`config.mk`:
```
export PLATFORM = sky130hd
export DESIGN_NAME = regfile_arbiter
export DESIGN_NICKNAME = d
export VERILOG_FILES = /design/src/rtl/regfile_arbiter.sv
export SDC_FILE = /design/constraint.sdc
export NUM_CORES = 1
export LEC_CHECK = 0
export CORE_MARGIN = 1
export CORE_UTILIZATION = 32
export DETAILED_ROUTE_END_ITERATION = 10
export PLACE_DENSITY = 0.86
export SLEW_MARGIN = 20
export SYNTH_ARGS = -nofsm -noshare
export SYNTH_HDL_FRONTEND = slang
export SYNTH_SLANG_ARGS = --single-unit
```
`constraint.sdc`:
```
create_clock -name clk -period 2.6 [get_ports clk]
set_clock_uncertainty 0.1 [all_clocks]
set_input_delay 0.39 -clock clk [delete_from_list [all_inputs] [get_ports clk]]
set_output_delay 0.39 -clock clk [all_outputs]
set_load 0.1 [all_outputs]
```
`src/rtl/regfile_arbiter.sv`:
```
// Round-robin arbiter that multiplexes NUM_REQ requesters onto a single-port-write,
// dual-port-read register file. Optional grant locking is enabled by REGFILE_ARB_LOCK_EN.
module regfile_arbiter #(
    parameter int NUM_REQ   = 2,
    parameter int DATAWIDTH = 8,
    parameter int ADDRWIDTH = 4
) (
    input  logic                           clk,
    input  logic                           rst_n,
    input  logic [NUM_REQ-1:0]             req_valid,
    output logic [NUM_REQ-1:0]             req_ready,
    input  logic [NUM_REQ-1:0]             req_wr,
    input  logic [NUM_REQ*ADDRWIDTH-1:0]   req_wa,
    input  logic [NUM_REQ*DATAWIDTH-1:0]   req_w,
    input  logic [NUM_REQ*ADDRWIDTH-1:0]   req_raa,
    input  logic [NUM_REQ*ADDRWIDTH-1:0]   req_rab,
    input  logic [NUM_REQ-1:0]             req_lock,
    output logic [NUM_REQ-1:0]             rsp_valid,
    output logic [DATAWIDTH-1:0]           rsp_a,
    output logic [DATAWIDTH-1:0]           rsp_b,
    output logic [DATAWIDTH-1:0]           W,
    output logic                           Wen,
    output logic [ADDRWIDTH-1:0]           WA,
    output logic [ADDRWIDTH-1:0]           RAA,
    output logic [ADDRWIDTH-1:0]           RAB,
    input  logic [DATAWIDTH-1:0]           A,
    input  logic [DATAWIDTH-1:0]           B
);

    localparam int PTR_W = (NUM_REQ > 1) ? $clog2(NUM_REQ) : 1;

    logic [PTR_W-1:0]     ptr_q, ptr_d;
    logic [NUM_REQ-1:0]   rsp_valid_q, rsp_valid_d;
    logic [DATAWIDTH-1:0] rsp_a_q, rsp_a_d;
    logic [DATAWIDTH-1:0] rsp_b_q, rsp_b_d;

    logic [NUM_REQ-1:0]   elig_s;
    logic [NUM_REQ-1:0]   gnt_s;
    logic                 any_s;
    logic                 rd_s;
    logic                 sel_wr_s;
    logic [ADDRWIDTH-1:0] sel_wa_s, sel_raa_s, sel_rab_s;
    logic [DATAWIDTH-1:0] sel_w_s;
    logic [PTR_W-1:0]     sel_nxt_s;

`ifdef REGFILE_ARB_LOCK_EN
    localparam logic [0:0] ST_UNLOCKED = 1'b0;
    localparam logic [0:0] ST_LOCKED   = 1'b1;

    logic [0:0]       lock_st_q, lock_st_d;
    logic [PTR_W-1:0] owner_q, owner_d;
    logic [PTR_W-1:0] sel_idx_s;
    logic             sel_lock_s;
`else
    logic             lock_unused_s;
    assign lock_unused_s = ^req_lock;
`endif

    // Eligible requesters: everyone, or only the owner while a lock is held.
    always_comb begin
        elig_s = req_valid;
`ifdef REGFILE_ARB_LOCK_EN
        if (lock_st_q == ST_LOCKED) begin
            for (int i = 0; i < NUM_REQ; i++) begin
                elig_s[i] = req_valid[i] & (owner_q == PTR_W'(i));
            end
        end else begin
            elig_s = req_valid;
        end
`endif
    end

    // Round-robin search starting at ptr; reset forces the grant off immediately.
    always_comb begin
        logic found_v;
        gnt_s   = '0;
        found_v = 1'b0;
        for (int k = 0; k < NUM_REQ; k++) begin
            for (int i = 0; i < NUM_REQ; i++) begin
                if (!found_v && elig_s[i] && (((int'(ptr_q) + k) % NUM_REQ) == i)) begin
                    gnt_s[i] = 1'b1;
                    found_v  = 1'b1;
                end else begin
                    gnt_s[i] = gnt_s[i];
                end
            end
        end
        if (!rst_n) begin
            gnt_s = '0;
        end else begin
            gnt_s = gnt_s;
        end
    end

    // Select the granted requester's payload.
    always_comb begin
        sel_wr_s  = 1'b0;
        sel_wa_s  = '0;
        sel_w_s   = '0;
        sel_raa_s = '0;
        sel_rab_s = '0;
        sel_nxt_s = ptr_q;
`ifdef REGFILE_ARB_LOCK_EN
        sel_idx_s  = '0;
        sel_lock_s = 1'b0;
`endif
        for (int i = 0; i < NUM_REQ; i++) begin
            if (gnt_s[i]) begin
                sel_wr_s  = req_wr[i];
                sel_wa_s  = req_wa[i*ADDRWIDTH +: ADDRWIDTH];
                sel_w_s   = req_w[i*DATAWIDTH +: DATAWIDTH];
                sel_raa_s = req_raa[i*ADDRWIDTH +: ADDRWIDTH];
                sel_rab_s = req_rab[i*ADDRWIDTH +: ADDRWIDTH];
                sel_nxt_s = PTR_W'((i + 1) % NUM_REQ);
`ifdef REGFILE_ARB_LOCK_EN
                sel_idx_s  = PTR_W'(i);
                sel_lock_s = req_lock[i];
`endif
            end else begin
                sel_wr_s = sel_wr_s;
            end
        end
    end

    assign any_s     = |gnt_s;
    assign rd_s      = any_s & ~sel_wr_s;
    assign req_ready = gnt_s;

    // Regfile-facing ports; idle values are zero so the bus is quiet between ops.
    always_comb begin
        Wen = any_s & sel_wr_s;
        if (Wen) begin
            WA = sel_wa_s;
            W  = sel_w_s;
        end else begin
            WA = '0;
            W  = '0;
        end
        if (rd_s) begin
            RAA = sel_raa_s;
            RAB = sel_rab_s;
        end else begin
            RAA = '0;
            RAB = '0;
        end
    end

    // Next-state for pointer, response and lock.
    always_comb begin
        ptr_d       = ptr_q;
        rsp_valid_d = rd_s ? gnt_s : '0;
        rsp_a_d     = rd_s ? A : rsp_a_q;
        rsp_b_d     = rd_s ? B : rsp_b_q;
`ifdef REGFILE_ARB_LOCK_EN
        lock_st_d = lock_st_q;
        owner_d   = owner_q;
        case (lock_st_q)
            ST_UNLOCKED: begin
                if (any_s && sel_lock_s) begin
                    lock_st_d = ST_LOCKED;
                    owner_d   = sel_idx_s;
                end else begin
                    lock_st_d = ST_UNLOCKED;
                end
                if (any_s) begin
                    ptr_d = sel_nxt_s;
                end else begin
                    ptr_d = ptr_q;
                end
            end
            ST_LOCKED: begin
                // Pointer stays frozen until the owner releases the lock.
                if (any_s && !sel_lock_s) begin
                    lock_st_d = ST_UNLOCKED;
                    ptr_d     = sel_nxt_s;
                end else begin
                    lock_st_d = ST_LOCKED;
                end
            end
            default: begin
                lock_st_d = ST_UNLOCKED;
                owner_d   = '0;
            end
        endcase
`else
        if (any_s) begin
            ptr_d = sel_nxt_s;
        end else begin
            ptr_d = ptr_q;
        end
`endif
    end

    // State registers.
    always_ff @(posedge clk or negedge rst_n) begin
        if (!rst_n) begin
            ptr_q       <= '0;
            rsp_valid_q <= '0;
            rsp_a_q     <= '0;
            rsp_b_q     <= '0;
`ifdef REGFILE_ARB_LOCK_EN
            lock_st_q   <= ST_UNLOCKED;
            owner_q     <= '0;
`endif
        end else begin
            ptr_q       <= ptr_d;
            rsp_valid_q <= rsp_valid_d;
            rsp_a_q     <= rsp_a_d;
            rsp_b_q     <= rsp_b_d;
`ifdef REGFILE_ARB_LOCK_EN
            lock_st_q   <= lock_st_d;
            owner_q     <= owner_d;
`endif
        end
    end

    assign rsp_valid = rsp_valid_q;
    assign rsp_a     = rsp_a_q;
    assign rsp_b     = rsp_b_q;

endmodule

```
Word-level counts from Yosys, hierarchy flattened --
Cells that the tools add are included.
Word-level totals: register bits 19, bits in latches 0, bits in writable memories 0, ROM bits 0, input bits 64, output and inout bits 41, logic and storage cells 49, memories 0
Cells by class: add/subtract/negate cells 1, $mul 0, divide/modulo/power cells 0, magnitude comparators 0, equal/unequal tests 1, shift-type cells 0, multiplexer cells 24, bitwise operators 4, reductions and logical operators 15
Operators with widths (count):
- $logic_not A32 Y1 | 2
- $mux W4 | 9
- $mux W8 | 3
- $mux W1 | 10
- $logic_and A1 B1 Y1 | 7
- $mux W2 | 2
- $logic_not A1 Y1 | 3
- $and A1 B1 Y1 | 2
- $eq A2 B2 Y1 const B | 1
- $reduce_and A2 Y1 | 1
- $reduce_bool A2 Y1 | 1
- $reduce_or A2 Y1 | 1
- $add A1 B1 Y1 const B | 1
- $and A1 B1 Y1 const A | 1
- $not A1 Y1 | 1

Depth between registers and ports, before layout --
depth in word-level cells 21, depth in mapped cells 6, mapped depth without buffers 5

Worst setup path after synthesis --
Ideal clock, no wire load.
path type flip-flop to output port, from reg ptr_q, to out WA[1], arrival time 2.717 ns, data required time 2.110 ns, slack -0.607 ns, cell stages (with the launch flop) 7, path buffers 1, path through dfrtp_1 a21boi_2 nand2_1 inv_1 buf_2 a22oi_1 nor2_1
On the way: elaborated cells between the ends (all ways) 29, classes of those cells 1 x add/sub; 1 x eq/ne; 12 x mux; 2 x bitwise; 13 x reduce/logical
RTL lines:
- start, declared | line 32 | logic [PTR_W-1:0] ptr_q, ptr_d;
- start signal, assigned | line 206 | ptr_q <= ptr_d;
- $logic_not A32 Y1 | line 80 | if (!found_v && elig_s[i] && (((int'(ptr_q) + k) % NUM_REQ) == i)) begin
- $logic_and A1 B1 Y1 | line 80
- $mux W1 | line 80
- $logic_not A1 Y1 | line 80
- $logic_and A1 B1 Y1 (2 in series) | line 80
- $mux W1 | line 80
- $logic_not A1 Y1 | line 80
- $logic_and A1 B1 Y1 (2 in series) | line 80
- $mux W1 * | line 80
- $mux W2 * | line 88 | if (!rst_n) begin
- named net req_ready[0] | line 11 | output logic [NUM_REQ-1:0] req_ready,
- $mux W1 (2 in series) | line 108 | if (gnt_s[i]) begin
- $and A1 B1 Y1 | line 131 | Wen = any_s & sel_wr_s;
- $mux W4 * | line 132 | if (Wen) begin
- end, declared | line 23 | output logic [ADDRWIDTH-1:0] WA,
The timed path passes the listed nets; every way through them passes the cells marked *.

Worst setup path in the final report --
from in req_valid[0], to out RAB[3]
On the way: word-level cells in the longest chain between the ends 19, elaborated cells between the ends (all ways) 25, classes of those cells 12 x mux; 2 x bitwise; 11 x reduce/logical
Ends and longest elaborated chain:
- start, declared | line 10 | input logic [NUM_REQ-1:0] req_valid,
- $logic_and A1 B1 Y1 | line 80
- $mux W1 | line 80
- $logic_not A1 Y1 | line 80
- $logic_and A1 B1 Y1 (2 in series) | line 80
- $mux W1 | line 80
- $logic_not A1 Y1 | line 80
- $logic_and A1 B1 Y1 (2 in series) | line 80
- $mux W1 | line 80
- $logic_not A1 Y1 | line 80
- $logic_and A1 B1 Y1 (2 in series) | line 80
- $mux W1 | line 80
- $mux W2 * | line 88
- $mux W1 | line 108
- $not A1 Y1 | line 126 | assign rd_s = any_s & ~sel_wr_s;
- $and A1 B1 Y1 | line 126
- $mux W4 * | line 139 | if (rd_s) begin
- end, declared | line 25 | output logic [ADDRWIDTH-1:0] RAB,
Mark *: on every way between the ends. The rest lies on a longest branch, timed or not.

==> key figures <==
Status
  • Status: complete, no violations

Synth
  • Syn nets: 160
  • Synthesized cell area: 1070 um^2
  • Synth Warn #: 0
  • Main area contributors after synthesis: dfrtp_1 45%, a22oi_1 14%, mux2_4 14%
  • Yosys reg bits: 19
  • Synthesized area per cell: between 10 and 15 um^2
  • Post-synth top area share: between 40% and 50%
  • Post-synthesis cell type count: 18
  • Synth Flop Type: dfrtp_1
  • Post-synth EDFFs: 0
  • Post-synthesis sequential area ratio: about 45%
  • Cell with the most instances after synthesis: nor2_1
  • Post-synth top cells: 22 x nor2_1, 20 x a22oi_1, 19 x dfrtp_1, 10 x mux2_4
  • Synth area leader: dfrtp_1
  • Ys async rst share: 100%
  • Cell count after synthesis: 96

Critical path
  • R2R Path Start: ptr_q
  • Startpoint type of the worst setup path: primary input
  • Critical path required time: between 2000 and 2500 ps
  • Arr. time, crit path: around 2000 ps
  • Setup CP Type: primary input to output pin
  • Critical Path Fanout Max: 8
  • Crit path from: req_valid[0]
  • Crit. End Element: output pin

Clock tree
  • Hold-fix buffers at CTS: 0
  • Post-CTS sizing: 0
  • Num CTS Buffers: 3
  • Skew-Pair Late Insertion Delay: ~300 ps
  • TritonCTS clock tree: built
  • Postcts setup bufs: 0
  • Clock Tree Buf Depth: 2
  • H-tree levels: 1
  • CTS Sinks: 19
  • Clock transition at the registers of the reported paths: around 110 ps
  • Root Driver: clkbuf_4

Cells and area
  • Filler Cell Count: roughly 200
  • Layout area overhead: 133%
  • Final Cell Area: around 2500 um^2
  • Diodes inserted: 0
  • Final #Nets: approximately 270
  • Share of cells above drive strength 1: a little over two fifths

Detailed routing
  • Final WL: a little over 4000 um
  • Residual DRC: 0
  • DR pass1 iterations: 4
  • Routed vias: approximately 1,200
  • DRT iter0 DRCs: 34
  • DR WL/cell: roughly 16 um
  • Antenna Nets Post-Route: 0
  • Vias per cell: between 4 and 5

Timing
  • Slew headroom: about 73%
  • Count of final hold-check violations: 0
  • Finish-stage setup viols: 0
  • F_max: about 390 MHz
  • Final Max Slew Viols: 0
  • Final min period: 2540 ps
  • Final hold slack: roughly 420 ps
  • Slew @ Worst Pin: just over 400 ps
  • Tcrit/Tclk final: 97.9%

Global route
  • Gr usage total: 23.3%
  • Initial antenna violation count: 0
  • Vias in the first global route: around 1,300
  • Largest net degree at the start of global routing: 22
  • Total gr overflow: 0
  • First-pass GRT wire length: 6180 um

Floorplanning
  • Initial Util: roughly a third
  • Site Rows: 20
  • Core area: between 3000 and 4000 um^2
  • Die area: 3570 um^2
  • Chip width: 59.8 um
  • Die Ht: roughly 60 um
  • IO Pins: around 110

Place
  • DP HPWL: 3290 um
  • GP Congestion: approximately 0.75
  • Placed inst area: 2450 um^2
  • PortBufs: between 100 and 150

Power
  • Overall power: 1.59 mW
  • VDD IR max: 0.617 mV
  • Comb power frac: 65.2%
  • NetSw: between 0.8 and 0.9 mW
  • Switching Share: a little over half
  • Power Internal: around 0.74 mW
  • Clock Power Share: a little under a tenth
  • Pwr Density: 642 nW/um^2
  • P_leak: 1.00 nW
  • Share of total power in sequential cells: approximately 26%

Worst hold path
  • Min-delay worst type: flip-flop to flip-flop
  • Worst hold start: rsp_a[3]

Flow run
  • Max_cap viols: 0
[path summary, 6_finish.rpt]
kind / endpoint / slack [ps] / cells past startpoint
worst min-delay path: rsp_a[3] / 420 / 1
min in group asynchronous: ptr_q / 500 / 2
worst min register to register: rsp_a[3] / 420 / 1
max in group asynchronous: rsp_b[5] / 1690 / 2
worst max register to register: rsp_a[4] / 790 / 6
worst max-delay path: RAB[3] / 60 / 6
[registers in the layout (all words and copies together) (netlist names)]
| name | count |
|---|---|
| rsp_b | 8 |
| rsp_a | 8 |
| ptr_q | 1 |
| rsp_valid | 2 |
[cell type report]
cell class                      count  area (um^2)  area share (%)
Inverter                            3         11.3           0.454
Clock buffer                        4         26.3            1.06
Sequential cell                    19          475            19.2
Tap cell                           44         55.1            2.22
Timing Repair Buffer              109         1300            52.2
Multi-Input combinational cell     68          618            24.9
[logic make-up after synthesis]
logic type      count (synthesis)  share of synthesized area [%]
simple gates                   26                           9.97
mux                            16                           20.4
flops                          19                           44.5
buf+inv                         9                           5.28
compound gates                 26                           19.8
[power groups by stage]
stage,Combinational (mW),Clock (mW),Sequential [mW]
final,1.04,0.148,0.406
after global routing,1.07,0.166,0.415
after CTS,1.04,0.152,0.406
after detailed placement,1.04,0,0.412
after global placement,1.02,0,0.402
after floorplan,0.254,0,0.877
[critical path, cell delays in order]
cell,delay [ps]
clkdlybuf4s50_1,520
a21boi_2,210
nand2_1,100
o22a_1,360
nor2_1,260
buf_12,210
[routing by layer]
layer | wire, um | vias to the layer above | GRT usage, %
li1 | - | 563 | -
met1 | 1430 | 582 | 24.1
met2 | 2320 | 66 | 46.5
met3 | 252 | 4 | 4.98
met4 | 29 | 0 | 5.65
met5 | 0 | - | 0
[placed cells by master (no fill, tap or decap)]
| cell | netlist | layout |
|---|---|---|
| nand2_1 | 2 | 2 |
| o22ai_4 | 1 | 1 |
| nand2b_1 | 1 | 1 |
| inv_1 | 3 | 3 |
| buf_4 | 0 | 22 |
| mux2_4 | 10 | 10 |
| clkdlybuf4s50_1 | 0 | 61 |
| mux2_1 | 1 | 1 |
| clkbuf_4 | 0 | 3 |
| a31oi_1 | 1 | 1 |
| nor2_1 | 22 | 5 |
| mux2_2 | 5 | 5 |
| dfrtp_1 | 19 | 19 |
| buf_12 | 1 | 26 |
| a21oi_1 | 1 | 1 |
| clkbuf_1 | 0 | 1 |
| o22a_1 | 1 | 1 |
| nor2_4 | 0 | 8 |
| nor2_2 | 0 | 9 |
| a21boi_2 | 1 | 1 |
| nand3_2 | 1 | 1 |
| a32o_1 | 1 | 1 |
| a22oi_1 | 20 | 20 |
[metrics by stage]
stage                     setup WS [ps]  util, %  setup TNS (ps)  cells
after global routing              -6.67     80.0           -7.93    247
after floorplan                    -182        -            -888     96
after detailed placement           98.2     79.0               0    243
final                              55.7     80.0               0    247
after CTS                          85.6     79.8               0    247
after global placement              172     79.0               0    243
No activity file was read; power rests on OpenSTA's default activity.
